File: src/rtl/fft_pingpong_ctrl.sv
`default_nettype none
// ============================================================================
//  Module      : fft_pingpong_ctrl
//  Description : Ping-pong buffer scheduler for the FFT input path.
//                Writes whole frames of N = 2**LOG2N samples into one half of
//                an external dual-port RAM while the other half is streamed
//                out to the FFT core, optionally in bit-reversed order.
//                Owns every RAM strobe and the per-bank full bookkeeping.
//  Revision    : 1.0  initial release
// ----------------------------------------------------------------------------
//  Ports
//    clk        in   1           clock for this block and both RAM ports
//    rst        in   1           synchronous active-high reset
//    s_data     in   DATA_WIDTH  input sample
//    s_valid    in   1           input sample valid
//    s_ready    out  1           a sample can be accepted this cycle
//    ram_waddr  out  LOG2N+1     RAM write address {wr_bank, wr_cnt}
//    ram_din    out  DATA_WIDTH  RAM write data (s_data passed through)
//    ram_wen    out  1           RAM write enable
//    ram_raddr  out  LOG2N+1     RAM read address {rd_bank, rd index}
//    ram_ren    out  1           RAM read enable
//    ram_dout   in   DATA_WIDTH  RAM registered read data (holds when ren=0)
//    m_data     out  DATA_WIDTH  output sample (ram_dout passed through)
//    m_valid    out  1           output sample valid
//    m_ready    in   1           downstream accepts the sample
//    m_last     out  1           marks the final sample of a frame
//    bank_full  out  2           per-bank full flags
// ============================================================================
module fft_pingpong_ctrl #(
   parameter int LOG2N      = 10,
   parameter int DATA_WIDTH = 32,
   parameter int BITREV     = 1
) (
   input  logic                  clk,
   input  logic                  rst,
   // streaming sample input
   input  logic [DATA_WIDTH-1:0] s_data,
   input  logic                  s_valid,
   output logic                  s_ready,
   // RAM write port
   output logic [LOG2N:0]        ram_waddr,
   output logic [DATA_WIDTH-1:0] ram_din,
   output logic                  ram_wen,
   // RAM read port
   output logic [LOG2N:0]        ram_raddr,
   output logic                  ram_ren,
   input  logic [DATA_WIDTH-1:0] ram_dout,
   // streaming sample output
   output logic [DATA_WIDTH-1:0] m_data,
   output logic                  m_valid,
   input  logic                  m_ready,
   output logic                  m_last,
   // status
   output logic [1:0]            bank_full
);

   // Index of the final sample in a frame (N-1 is all ones).
   localparam logic [LOG2N-1:0] c_last_idx = '1;

   typedef enum logic [0:0] {
      ST_IDLE = 1'b0,
      ST_READ = 1'b1
   } state_t;

   // ------------------------------------------------------------------------
   // State
   // ------------------------------------------------------------------------
   logic             r_wr_bank;
   logic [LOG2N-1:0] r_wr_cnt;
   logic             r_rd_bank;
   logic [LOG2N-1:0] r_rd_cnt;
   logic [1:0]       r_bank_full;
   state_t           r_state;
   logic             r_m_valid;
   logic             r_m_last;

   // ------------------------------------------------------------------------
   // Combinational helpers
   // ------------------------------------------------------------------------
   logic             w_s_ready;
   logic             w_wen;
   logic             w_wr_last;
   logic             w_slot_free;
   logic             w_issue;
   logic             w_rd_last;
   state_t           w_state_nxt;
   logic [LOG2N-1:0] w_rd_idx;
   logic [1:0]       w_set_mask;
   logic [1:0]       w_clr_mask;

   // ------------------------------------------------------------------------
   // Write side: accept while the bank under the write pointer is not full.
   // ------------------------------------------------------------------------
   assign w_s_ready = ~r_bank_full[r_wr_bank];
   assign w_wen     = s_valid & w_s_ready;
   assign w_wr_last = (r_wr_cnt == c_last_idx);

   assign s_ready   = w_s_ready;
   assign ram_wen   = w_wen;
   assign ram_waddr = {r_wr_bank, r_wr_cnt};
   assign ram_din   = s_data;

   always_ff @(posedge clk) begin
      if (rst) begin
         r_wr_bank <= 1'b0;
         r_wr_cnt  <= '0;
      end else if (w_wen) begin
         // Counter wraps naturally from N-1 back to 0.
         r_wr_cnt <= r_wr_cnt + 1'b1;
         if (w_wr_last) begin
            r_wr_bank <= ~r_wr_bank;
         end
      end
   end

   // ------------------------------------------------------------------------
   // Read address: natural or bit-reversed index within the read bank.
   // ------------------------------------------------------------------------
   generate
      if (BITREV != 0) begin : g_rev_on
         for (genvar gi = 0; gi < LOG2N; gi++) begin : g_bitrev
            assign w_rd_idx[gi] = r_rd_cnt[LOG2N-1-gi];
         end
      end else begin : g_rev_off
         assign w_rd_idx = r_rd_cnt;
      end
   endgenerate

   assign ram_raddr = {r_rd_bank, w_rd_idx};

   // ------------------------------------------------------------------------
   // Read FSM
   // The output slot is free when it is empty or being drained this cycle.
   // A read is only issued into a free slot, so with the slot occupied the
   // RAM read port idles and ram_dout keeps presenting the pending sample.
   // ------------------------------------------------------------------------
   assign w_slot_free = ~r_m_valid | m_ready;
   assign w_rd_last   = (r_rd_cnt == c_last_idx);

   always_ff @(posedge clk) begin
      if (rst) begin
         r_state <= ST_IDLE;
      end else begin
         r_state <= w_state_nxt;
      end
   end

   always_comb begin
      w_issue     = 1'b0;
      w_state_nxt = r_state;
      case (r_state)
         ST_IDLE: begin
            if (r_bank_full[r_rd_bank] && w_slot_free) begin
               w_issue     = 1'b1;
               w_state_nxt = ST_READ;
            end
         end
         ST_READ: begin
            if (w_slot_free) begin
               w_issue = 1'b1;
            end
         end
         default: begin
            w_state_nxt = ST_IDLE;
         end
      endcase
      // Frame boundary: continue straight into the other bank when it is
      // already full, so consecutive frames stream without a bubble.
      if (w_issue && w_rd_last) begin
         w_state_nxt = r_bank_full[~r_rd_bank] ? ST_READ : ST_IDLE;
      end
   end

   assign ram_ren = w_issue;

   always_ff @(posedge clk) begin
      if (rst) begin
         r_rd_bank <= 1'b0;
         r_rd_cnt  <= '0;
      end else if (w_issue) begin
         r_rd_cnt <= r_rd_cnt + 1'b1;
         if (w_rd_last) begin
            r_rd_bank <= ~r_rd_bank;
         end
      end
   end

   // ------------------------------------------------------------------------
   // Output valid/last track the issued reads. Since the RAM output is
   // registered, these flags line up with ram_dout one cycle after issue.
   // ------------------------------------------------------------------------
   always_ff @(posedge clk) begin
      if (rst) begin
         r_m_valid <= 1'b0;
         r_m_last  <= 1'b0;
      end else if (w_issue) begin
         r_m_valid <= 1'b1;
         r_m_last  <= w_rd_last;
      end else if (m_ready) begin
         r_m_valid <= 1'b0;
         r_m_last  <= 1'b0;
      end
   end

   assign m_data  = ram_dout;
   assign m_valid = r_m_valid;
   assign m_last  = r_m_last;

   // ------------------------------------------------------------------------
   // Bank bookkeeping. A set needs the write bank to be not full and a clear
   // needs the read bank to be full, so a same-cycle set and clear always
   // target different banks and both apply.
   // ------------------------------------------------------------------------
   assign w_set_mask = (w_wen && w_wr_last)   ? {r_wr_bank, ~r_wr_bank} : 2'b00;
   assign w_clr_mask = (w_issue && w_rd_last) ? {r_rd_bank, ~r_rd_bank} : 2'b00;

   always_ff @(posedge clk) begin
      if (rst) begin
         r_bank_full <= 2'b00;
      end else begin
         r_bank_full <= (r_bank_full | w_set_mask) & ~w_clr_mask;
      end
   end

   assign bank_full = r_bank_full;

endmodule
`default_nettype wire

File: config.mk
export PLATFORM = sky130hd
export DESIGN_NAME = fft_pingpong_ctrl
export DESIGN_NICKNAME = d
export VERILOG_FILES = /design/src/rtl/fft_pingpong_ctrl.sv
export SDC_FILE = /design/constraint.sdc
export NUM_CORES = 1
export LEC_CHECK = 0
export ABC_AREA = 1
export BUFFER_PORTS_ARGS = -buffer_cell sky130_fd_sc_hd__buf_4
export CAP_MARGIN = 20
export CORE_MARGIN = 2
export CORE_UTILIZATION = 41
export DETAILED_ROUTE_END_ITERATION = 16
export PLACE_DENSITY = 0.95
export SLEW_MARGIN = 5
export SYNTH_ARGS = -nofsm -noshare
export SYNTH_HDL_FRONTEND = slang
export SYNTH_SLANG_ARGS = --single-unit
File: constraint.sdc
create_clock -name clk -period 4 [get_ports clk]
set_clock_uncertainty 0.15 [all_clocks]
set_input_delay 0.6 -clock clk [delete_from_list [all_inputs] [get_ports clk]]
set_output_delay 0.6 -clock clk [all_outputs]
set_load 0.005 [all_outputs]
Yosys cells after proc, flatten, opt, wreduce, memory -nomap -nowiden --
Index checks and enable logic that the tools add are counted.
Cells by class: bitwise logic cells 10, add/subtract/negate cells 2, reductions and logical operators 6, eq/ne operators 2, order comparisons 3, muxes and demuxes 17
Operators with widths (count):
- 10-bit by 1-bit adder with 10-bit output, second input constant | 2
- 10-bit == test, second input constant | 2
- 1-bit 2-to-1 mux | 14
- 1-bit by 2-bit less-than comparator with 1-bit output, second input constant | 3
- 1-bit NOT | 5
- 2-bit 2-to-1 mux | 2
- 2-bit AND reduction | 2
- 1-bit logical AND | 3
- 2-bit bitwise AND | 1
- 2-bit NOT | 1
- 2-bit bitwise OR | 1
- 1-bit case mux with 2 select lines | 1
- 2-bit nonzero test | 1
- 1-bit bitwise AND | 1
- 1-bit bitwise OR | 1
Word-level totals: register bits 27, output and inout port bits 93, bits of input ports 68, logic and storage cells 48

Depth between registers and ports, before layout --
Gate-level depths: netlist of the first run.
word-level depth 9, depth in mapped cells 8, depth with buffers taken out 8

Worst setup path before layout of the first run --
No wires, ideal clock.
path kind input -> output, from in m_ready, to out ram_ren, path slack 2.216 ns, buffers on the path 0, arrival 1.034 ns, data required time 3.250 ns, stages 4, cell sequence inv_1 -> nand2_1 -> inv_1 -> nor2_4
Between the ends: cells in the longest elaborated chain, start to end 4, elaborated cells on any way between the ends 5, those cells by class 3 x mux; 1 x bitwise; 1 x reduce/logical
Ends and longest elaborated chain:
- from (decl) | line 51 | input logic m_ready,
- 1-bit bitwise OR * | line 137 | assign w_slot_free = ~r_m_valid | m_ready;
- 1-bit logical AND | line 153 | if (r_bank_full[r_rd_bank] && w_slot_free) begin
- 1-bit 2-to-1 mux | line 153
- 1-bit case mux with 2 select lines * | line 151 | case (r_state)
- to (decl) | line 46 | output logic ram_ren,
Every way passes the cells marked *; elsewhere a longest branch is shown, timed or not.

Final worst setup path of the first run --
Same ends and word-level chain as after synthesis.

==> results of run 1 <==
area by class of cell:
type                       count  area share (%)
timing repair buffer          32            14.0
tap                           52            3.79
multi-input combinational    150            40.7
clock buffer                   4            2.62
sequential                    27            31.5
inverter                      34            7.43
placed cells by master (no fill, tap or decap), drive strengths merged:
cell type / netlist / routed
a21oi: 11 / 11
and2: 1 / 1
buf: 68 / 32
clkbuf: 0 / 4
dfxtp: 27 / 27
ha: 2 / 2
inv: 34 / 34
nand2: 58 / 58
nand3: 17 / 17
nand4: 5 / 5
nor2: 43 / 43
nor3: 6 / 6
o21ai: 7 / 7
metal layers:
metal	global-route usage, %	vias to the layer above	part of all wire, %	routed length (um)
met5	0	-	0	0
met4	8.18	0	2.9	107
met3	2.81	16	9.4	344
met2	23.7	68	50	1820
met1	14.6	631	38	1400
li1	-	728	-	-
worst max-delay path: cells and delay by family:
| family | cells | cell delay [ps] |
|---|---|---|
| buf+inv | 4 | 350 |
| simple gates | 2 | 360 |
path summary, 6_finish.rpt:
| path | start | slack (ps) | cells after the start | end |
|---|---|---|---|---|
| min reg2reg | r_rd_cnt[4] | 330 | 2 | r_rd_cnt[4] |
| max reg2reg | r_rd_cnt[1] | 2390 | 8 | r_rd_bank |
| max | m_ready | 1930 | 6 | ram_ren |
| min | r_rd_cnt[4] | 330 | 2 | r_rd_cnt[4] |
logic make-up (layout without fill, tap and decap cells):
| kind of cell | count (synthesis) | in the layout | share of synthesized area [%] |
|---|---|---|---|
| buffers and inverters | 102 | 70 | 34.0 |
| adder cells (fa/ha/maj) | 2 | 2 | 1.33 |
| AND/OR/NAND/NOR | 130 | 130 | 31.1 |
| flip-flops | 27 | 27 | 28.8 |
| AO/OA/AOI/OAI | 18 | 18 | 4.79 |
flip-flops by register name (all words and copies together), names as in the netlist:
name / flops
r_rd_bank: 1
r_rd_cnt: 10
r_wr_bank: 1
m_valid: 1
r_wr_cnt: 10
m_last: 1
r_state: 1
bank_full: 2
power breakdown:
part	switching, mW	total, mW	internal [mW]
sequential	0.00599	0.280	0.274
combinational	0.0272	0.0456	0.0184
clock	0.0785	0.150	0.0711
total	0.112	0.476	0.364
metrics by stage:
| step | util (%) | power (mW) | instance area (um2) | hold slack [ps] | std cells |
|---|---|---|---|---|---|
| floorplan | - | 0.366 | 1880 | 312 | 279 |
| global placement | 38.2 | 0.330 | 1670 | 311 | 295 |
| detailed placement | 38.2 | 0.332 | 1670 | 317 | 295 |
| CTS | 39.2 | 0.481 | 1720 | 332 | 299 |
| global route | 39.2 | 0.496 | 1720 | 377 | 299 |
| finish | 39.2 | 0.476 | 1720 | 330 | 299 |
==> results by group, run 1 <==
Power and ir drop
  • Power density cells: 277 mW/mm2
  • Max VDD drop: 0.0999 mV
  • Pleak: 0.767 nW

STA
  • RSZ-0062 raised after global routing: no
  • F_max: 0.482 GHz
  • Min Tclk post-route: 2070 ps
  • Final Hold Fails: 0
  • Worst-Margin Slew: 549 ps
  • Final cycle utilization of the critical path: 51.9%
  • Setup violators final: 0
  • Worst setup margin: 1930 ps
  • Slew HR: 63.3%
  • Slew Limit Fails: 0
  • Total negative slack: 0 ps

Yosys
  • Synth top area share: 28.8%
  • Yosys cell types: 19
  • Post-synth EDFFs: 0
  • Largest cells by area after synthesis: dfxtp_1 29%, buf_4 26%, nand2_1 11%
  • FF+latch count, synth: 27
  • Post-synth top cells: 66 x buf_4, 57 x nand2_1, 40 x nor2_1
  • Avg Cell Area, Syn: 6.74 um2
  • Synth area leader: dfxtp_1
  • Yosys Warn Count: 0
  • Most used DFF post-synth: dfxtp_1
  • Most common cell in the synthesized netlist: buf_4
  • Sequential-to-total area share from yosys stat: 28.8%
  • Netlist area before placement: 0.00188 mm2
  • Cell count after synthesis: 279
  • Asr flop ratio synth: 0%
  • Syn_nets: 349

Layout
  • Layout cell share with drive strength beyond 1: 17.0%
  • Net count, final: 318
  • Area grow syn2layout: -8.59%
  • Multi-input gate area: 699 um2
  • Sequential cell area: 541 um2
  • ANT cells: 0
  • Fill count: 440

Routing
  • DRC: 0
  • DRT iter0 DRCs: 67
  • Vias: 1443
  • DR pass1 iterations: 4
  • WL per Instance: 12.3 um
  • Antenna-violating nets left: 0
  • DRT Wirelength: 3670 um
  • Vias per inst: 4.83

Clock network
  • Setup bufs post-CTS: 0
  • PostCTS Resize Cnt: 0
  • Clock sink count: 27
  • TritonCTS clock tree: built
  • Clk slew on worst S/H paths: 90 ps
  • Max Root-Sink Buffers: 2
  • CTS Hold Bufs: 0
  • Root buf cell: clkbuf_8
  • Worst skew pair latency: 260 ps
  • Num CTS Buffers: 3
  • H-tree depth: 1

Setup path
  • Crit path required time: 3250 ps
  • Max incr delay on CP: 190 ps
  • Worst path slowest cell: nor2_4
  • Crit Path Category: in2out
  • Crit path cell chain: buf_4 > inv_1 > nand2_1 > inv_1 > nor2_4 > buf_4
  • Arrival time worst endpoint: 1320 ps
  • CP Max Fanout: 7
  • Crit end category: output port
  • Worst setup SP type: primary input

Global route
  • Vias in the first global route: 1296
  • Initial antenna violation count: 0
  • First-pass GRT wire length: 5610 um
  • Total gr overflow: 0
  • Largest net degree at the start of global routing: 18
  • Overall routing resource usage: 13.4%

Floorplanning
  • Starting Density: 42.9%
  • Die area: 0.00514 mm2
  • I/O Pins: 161
  • Rows: 24
  • Core area: 0.00438 mm2
  • DIE HEIGHT: 71.7 um
  • Die width: 71.7 um

Run status
  • Status: finished, final reports clean

Place
  • Gp weighted congestion: 0.830
  • Hpwl dp: 2900 um
  • Post-placement setup slack: 1930 ps
  • I/O Buffers: 32

Job
  • # Max-Cap Violations: 0

Hold path
  • Worst hold path type: reg2reg
Note: power is estimated with default switching activity, not from simulation.
==> run 2, diff against run 1 <==
- CORE_UTILIZATION: 41 -> 39
- PLACE_DENSITY: 0.95 -> 0.93
- clock period: 4 -> 2 ns (I/O delays scaled with it)
==> run 2 against run 1 <==
- register-to-register slack worse by 2000 ps
- setup slack worse by 1700 ps
- cell count increased by 0.67%
- sequential cell count is the same
- combinational power rose by 100%
- critical path depth fell by 1
==> results by group, run 2 (synthesis results as in run 1) <==
Run status
  • Status: finished, final reports clean

Floorplanning
  • DIE HEIGHT: 73.4 um (+2.4%)
  • Die width: 73.4 um (+2.4%)
  • Rows: 25 (+4.2%)
  • Core area: 0.00469 mm2 (+7.0%)
  • Die area: 0.00539 mm2 (+4.8%)
  • I/O Pins: 161 (unchanged)
  • Starting Density: 40.1% (-2.8 points)

Power and ir drop
  • Total power draw: 0.966 mW (+100%)
  • Pleak: 0.767 nW (unchanged)
  • Max VDD drop: 0.280 mV (+180%)
  • Power density cells: 561 mW/mm2 (+100%)

STA
  • Worst-Margin Slew: 513 ps (-36.0 ps)
  • Slew HR: 65.7% (+2.4 points)
  • F_max: 0.550 GHz
  • Fin Hold WS: 132 ps (-198 ps)
  • Final Hold Fails: 0 (unchanged)
  • RSZ-0062 raised after global routing: no
  • Setup violators final: 0 (unchanged)
  • Min Tclk post-route: 1820 ps
  • Final cycle utilization of the critical path: 90.8%
  • Slew Limit Fails: 0 (unchanged)
  • Total negative slack: 0 ps (unchanged)

Setup path
  • R2r startpoint: r_rd_cnt[1]
  • FF-to-FF path depth: 8 (unchanged)
  • Crit path required time: 1550 ps (-1700 ps)
  • Worst setup SP type: flip-flop
  • R2R Path End: r_rd_bank
  • Crit end category: output port
  • Arrival time worst endpoint: 1370 ps (+50 ps)
  • CP Max Fanout: 8 (+1)
  • Reg2reg setup slack: 390 ps (-2000 ps)
  • Crit Path Category: reg2out

Layout
  • Net count, final: 318 (unchanged)
  • Most common cell after layout, fill and taps aside: nand2_1
  • ANT cells: 0 (unchanged)
  • Multi-input gate area: 699 um2 (unchanged)
  • Final core utilization: 36.7% (-2.5 points)
  • Area grow syn2layout: -8.46%
  • Most frequent cells in the layout: 57 x nand2_1, 40 x nor2_1, 34 x inv_1, 32 x buf_4, 27 x dfxtp_1
  • Fin cells: 301 (+0.67%)
  • Layout cell share with drive strength beyond 1: 17.0% (unchanged)
  • Sequential cell area: 541 um2 (unchanged)
  • Fill count: 495 (+13%)

Clock network
  • CTS Hold Bufs: 0 (unchanged)
  • Clock sink count: 27 (unchanged)
  • H-tree depth: 1 (unchanged)
  • Max Root-Sink Buffers: 2 (unchanged)
  • Worst skew pair latency: 270 ps (about the same)
  • Clk slew on worst S/H paths: 90 ps (about the same)
  • PostCTS Resize Cnt: 0 (unchanged)
  • Root buf cell: clkbuf_8
  • TritonCTS clock tree: built
  • Num CTS Buffers: 3 (unchanged)
  • Setup bufs post-CTS: 0 (unchanged)

Place
  • Gp weighted congestion: 0.829 (-0.11%)
  • I/O Buffers: 32 (unchanged)
  • Hpwl dp: 3000 um (+3.4%)
  • Placed cells: 297 (+0.68%)

Routing
  • Antenna-violating nets left: 0 (unchanged)
  • WL per Instance: 12.7 um (+3.8%)
  • Vias per inst: 4.86 (+0.71%)
  • DR pass1 iterations: 4 (unchanged)
  • Vias: 1463 (+1.4%)
  • DRC: 0 (unchanged)
  • DRT iter0 DRCs: 55 (-18%)
  • DRT Wirelength: 3840 um (+4.5%)

Job
  • # Max-Cap Violations: 0 (unchanged)

Hold path
  • Hold EP: r_wr_cnt[1]
  • Cell depth of the worst hold path: 2 (unchanged)
  • Worst hold path type: in2reg
  • Hold path start: rst

Global route
  • Initial antenna violation count: 0 (unchanged)
  • Overall routing resource usage: 14.3% (+0.83 points)
  • Largest net degree at the start of global routing: 18 (unchanged)
  • Vias in the first global route: 1357 (+4.7%)
  • First-pass GRT wire length: 6110 um (+8.9%)
  • Total gr overflow: 0 (unchanged)
-- run 2: cell counts in the layout (fill, tap and decap cells not counted) --
No cell type changed its count.
-- run 2: worst max path at each step --
stage | from | endpoint | slack, ps | cells past startpoint
finish | r_rd_bank | ram_ren | 180 | 5
CTS | r_rd_bank | ram_ren | 200 | 5
floorplan | r_rd_cnt[1] | r_rd_bank | 540 | 8
global route | r_rd_bank | ram_ren | 100 | 5
detailed placement | r_rd_cnt[1] | r_rd_bank | 420 | 8
global placement | r_rd_cnt[1] | bank_full[1] | 490 | 8
-- run 2: area by class of cell --
type / instances / share of cell area, %
Multi-Input combinational cell: 150 / 40.7
Inverter: 34 / 7.42
Clock buffer: 4 / 2.62
Timing Repair Buffer: 32 / 14.0
Tap cell: 54 / 3.93
Sequential cell: 27 / 31.4
-- run 2: routing by layer --
| metal | global-route usage (%) | share of wire (%) | vias up |
|---|---|---|---|
| met4 | 7.68 | 3.3 | 0 |
| met1 | 17.4 | 40 | 652 |
| li1 | - | - | 731 |
| met2 | 23.4 | 50 | 58 |
| met3 | 2.88 | 7.0 | 22 |
| met5 | 0 | 0 | - |
-- run 2: metrics by stage --
stage          area (um2)  setup slack [ps]
2_1_floorplan        1880               537
3_3_place_gp         1680               491
3_5_place_dp         1680               424
4_1_cts              1720               200
5_1_grt              1720              98.8
6_report             1720               183
-- run 2: where the power goes --
group          total, mW  internal, mW  leakage, nW  switching (mW)
Clock              0.314         0.143       0.0228           0.171
Combinational     0.0910        0.0365        0.526          0.0545
Sequential         0.561         0.549        0.218          0.0117
Total              0.966         0.728        0.767           0.238
-- run 2: critical path, stage by stage, from the launching register on --
cell	delay (ps)
dfxtp_1	470
nand2_1	130
nand2_1	80
nor2_1	70
nor2_4	190
buf_4	150
